[config.mk]
export PLATFORM = sky130hd
export DESIGN_NAME = counter_run_arbiter
export DESIGN_NICKNAME = d
export VERILOG_FILES = /design/src/rtl/counter_run_arbiter.sv
export SDC_FILE = /design/constraint.sdc
export NUM_CORES = 1
export LEC_CHECK = 0
export ABC_AREA = 1
export ABC_CLOCK_PERIOD_IN_PS = 2150
export CORE_MARGIN = 4
export CORE_UTILIZATION = 49
export DETAILED_ROUTE_END_ITERATION = 8
export GPL_ROUTABILITY_DRIVEN = 0
export GPL_TIMING_DRIVEN = 1
export PLACE_DENSITY = 0.78
export SETUP_SLACK_MARGIN = 0.3
export SYNTH_ARGS = -nofsm -noshare
export SYNTH_HDL_FRONTEND = slang
export SYNTH_SLANG_ARGS = --single-unit
export TNS_END_PERCENT = 10
[constraint.sdc]
create_clock -name clock -period 2.15 [get_ports clock]
set_input_delay 0.43 -clock clock [delete_from_list [all_inputs] [get_ports clock]]
set_output_delay 0.43 -clock clock [all_outputs]
set_load 0.1 [all_outputs]
[src/rtl/counter_run_arbiter.sv]
// rtl/counter_run_arbiter.sv - round-robin shared up-counter with clear/run/done sequencing
module counter_run_arbiter #(
  parameter int WIDTH = 4
) (
  input  logic             clock,
  input  logic             reset,
  input  logic [1:0]       req,
  input  logic [WIDTH-1:0] len0,
  input  logic [WIDTH-1:0] len1,
  output logic [1:0]       grant,
  output logic [WIDTH-1:0] y,
  output logic             valid,
  output logic [1:0]       done,
  output logic             aborted,
  output logic             busy
);

  typedef enum logic [1:0] {
    ST_IDLE  = 2'd0,
    ST_CLEAR = 2'd1,
    ST_RUN   = 2'd2,
    ST_DONE  = 2'd3
  } state_t;

  state_t           state;
  logic             owner;
  logic             last;
  logic             abort_q;
  logic [WIDTH-1:0] len_q;
  logic             winner;
  logic             owner_req;
  logic [WIDTH-1:0] term_value;

  // len_q of 0 wraps to all-ones, giving a full 2^WIDTH-cycle run
  assign term_value = len_q - WIDTH'(1);
  assign owner_req  = owner ? req[1] : req[0];

  always_comb begin
    winner = 1'b0;
    case (req)
      2'b01:   winner = 1'b0;
      2'b10:   winner = 1'b1;
      2'b11:   winner = ~last;
      default: winner = 1'b0;
    endcase
  end

  always_ff @(posedge clock or negedge reset) begin
    if (!reset) begin
      state   <= ST_IDLE;
      owner   <= 1'b0;
      last    <= 1'b1;
      abort_q <= 1'b0;
      len_q   <= '0;
      grant   <= 2'b00;
      y       <= '0;
    end else begin
      case (state)
        ST_IDLE: begin
          if (req != 2'b00) begin
            owner <= winner;
            len_q <= winner ? len1 : len0;
            grant <= winner ? 2'b10 : 2'b01;
            state <= ST_CLEAR;
          end
        end
        ST_CLEAR: begin
          y <= '0;
          if (owner_req) begin
            abort_q <= 1'b0;
            state   <= ST_RUN;
          end else begin
            abort_q <= 1'b1;
            state   <= ST_DONE;
          end
        end
        ST_RUN: begin
          // a dropped request takes priority over the terminal count
          if (!owner_req) begin
            abort_q <= 1'b1;
            state   <= ST_DONE;
          end else if (y == term_value) begin
            abort_q <= 1'b0;
            state   <= ST_DONE;
          end else begin
            y <= y + WIDTH'(1);
          end
        end
        ST_DONE: begin
          last  <= owner;
          grant <= 2'b00;
          state <= ST_IDLE;
        end
        default: state <= ST_IDLE;
      endcase
    end
  end

  assign valid   = (state == ST_RUN);
  assign busy    = (state != ST_IDLE);
  assign done    = (state == ST_DONE) ? grant : 2'b00;
  assign aborted = (state == ST_DONE) && abort_q;

endmodule

==> results.md <==
* Worst skew pair latency at 0.28 ns
* Fillers at 169
* Synth Cell Area at 1025 um^2
* Status: finished, final reports clean
* RSZ-0062 raised after global routing: true
* Slowest cell delay on critical path at 0.41 ns
* I/O Buffers at 22
* DR pass1 iterations at 4
* Root buf cell: clkbuf_4
* Most frequent cells in the layout: 38 x nand2_1, 12 x inv_1, 12 x dfrtp_1
* Overflow after GRT at 0
* Diodes inserted at 0
* Initial antenna violation count at 0
* CP arrival at 1.36 ns
* Final Util at 0.6799
* Die Y at 53.73 um
* Sequential fraction of the synthesis area at 0.3675
* Final worst slack at 0.3610 ns
* Commonest non-fill, non-tap cell in the layout: nand2_1
* Post-DP HPWL at 1706 um
* Mapped Cells at 135
* Chip width at 53.73 um
* Max_cap viols at 0
* Total CTS buffers at 3
* Number of synthesized register bits at 15
* CTS max path bufs at 2
* Synthesis Warnings at 0
* GRT Util Overall at 0.1818
* CP max stage cell: dfrtp_1
* H-Tree Depth at 1
* Post-synth top area cell: dfrtp_1
* Worst Max-Slew Pin Slew at 0.6772 ns
* Post-route DRC at 0
* P&R area growth vs syn at 31.50%
* Register-to-register setup slack at 0.54 ns
* Hold bufs inserted after CTS at 0
* Layout cells sized above 1 at 0.2671
* Routed Antenna Nets at 0
* Layout Skew at 0.006439 ns
* Startpoint Class: flop
* Drt first-iter violations at 6
* Final period util at 0.8321
* CP Cell Sequence: inv_1, ha_1, inv_2, buf_12
* I/O pin count at 23
* Cell count of the worst reg-to-reg path at 12
* Post-Route WL at 2091 um
* First-pass GRT wire length at 3795 um
* Clock transition at path regs at 0.08 ns
* Synth Net Count at 153
* Critical Path Fanout Max at 4
* Top post-synthesis cells by area: dfrtp_1 34%, nand2_1 14%, ha_1 7.3%
* Initial Util at 0.5170
* R2r endpoint: state[0]
* Final Net Count at 180
* Final setup viols at 0
* Final hold violation count at 0
* Slew HR at 0.5471
* Netlist cell types at 27
* # clock sinks at 15
* Syn_area_per_cell at 7.591 um^2
* DR WL/cell at 11.12 um
* Core area at 1982 um^2
* Crit path time final at 1.789 ns
* Required time of the critical path at 1.72 ns
* Vias per cell at 4.894
* Fmax at 559.0 MHz
* Worst slack at placement at 0.4749 ns
* Max IR drop VDD at 0.001223 V
* Row Count at 16
* P_leak at 0.6646 nW
* Hold Crit Class: flop to flop
* Die area at 2887 um^2
* Routed vias at 920
* PD cells at 1623 nW/um^2
* Slew Limit Fails at 0
* Post-synth top area share at 0.3419
* Crit end category: output pin
* Setup CP Type: flop to output pin
* TNS Setup at 0 ns
* Crit. Startpoint: state[1]
* Number of global-route vias before repair at 930
* CTS tree: built
* Critical Path Sink: busy
* Maximum number of pins on one net before global-route repair at 16
* RR Startpoint: len_q[0]
where the power goes:
group / switching (mW) / internal (mW) / leakage (nW)
Combinational: 1.01 / 0.509 / 0.464
Sequential: 0.103 / 0.406 / 0.186
Clock: 0.0879 / 0.0720 / 0.0150
logic make-up after synthesis:
family	count (synthesis)	synth area share
AND/OR/NAND/NOR	75	0.3553
multiplexers	1	0.01099
XOR/XNOR	1	0.008549
flip-flops	15	0.3675
buffers and inverters	22	0.08180
AO/OA/AOI/OAI	15	0.1026
adder cells (fa/ha/maj)	6	0.07326
routing by layer:
| layer | vias to the layer above | wire (um) | global-route usage |
|---|---|---|---|
| li1 | 489 | - | - |
| met1 | 415 | 930 | 0.2079 |
| met2 | 12 | 1068 | 0.3165 |
| met3 | 4 | 55 | 0.03047 |
| met4 | 0 | 36 | 0.1021 |
| met5 | - | 0 | 0 |
final cells by class:
class	instances	area, um^2	share of cell area
Clock buffer	4	26.28	0.01950
Inverter	21	78.83	0.05850
Multi-Input combinational cell	98	566.8	0.4206
Sequential cell	15	379.1	0.2813
Tap cell	27	33.78	0.02507
Timing Repair Buffer	23	262.8	0.1950
synth_stat cells:
master,count
nand3_2,3
a21oi_2,1
nand4_1,4
a21oi_1,1
o21ai_1,4
inv_2,8
nor2_1,9
o211ai_1,2
nor2_2,3
nor2_4,2
o31ai_1,1
nand2_2,4
nand2_1,38
nand3_1,11
o22ai_1,3
inv_1,12
mux2_1,1
dfrtp_1,14
dfstp_2,1
xnor2_1,1
a21oi_4,1
o21ai_2,1
ha_1,6
buf_2,1
nand2_4,1
clkinv_1,1
o21ai_0,1
worst min-delay path by stage:
stage / from / endpoint / depth (start not counted)
after floorplan: reset / abort_q / 0
after global placement: abort_q / abort_q / 2
after detailed placement: abort_q / abort_q / 2
after CTS: abort_q / abort_q / 2
after global routing: abort_q / abort_q / 2
final: abort_q / abort_q / 2
metrics by stage:
stage | cell area (um^2) | hold WS, ns | power [mW] | std cells
6_report | 1348 | 0.4919 | 2.188 | 188
5_1_grt | 1348 | 0.5514 | 2.367 | 188
4_1_cts | 1339 | 0.4877 | 2.191 | 187
3_5_place_dp | 1310 | 0.4657 | 2.025 | 183
3_3_place_gp | 1310 | 0.4601 | 1.985 | 183
2_1_floorplan | 1026 | 0.1344 | 1.653 | 135
flip-flops by register name (all words and copies together) (netlist names):
signal and count:
y 4, owner 1, state 2, abort_q 1, grant 2, len_q 4, last 1
worst max-delay path, delay by kind of cell (launching register included):
family | cells | cell delay, ns
buffers and inverters | 3 | 0.43
DFF | 1 | 0.41
adders and majority gates | 1 | 0.24
repair_timing:
item                       CTS  global route
setup endpoints to repair    3             5
buffers inserted             0             1
gates resized for setup      1             1
(Power assumes the default switching activity.)
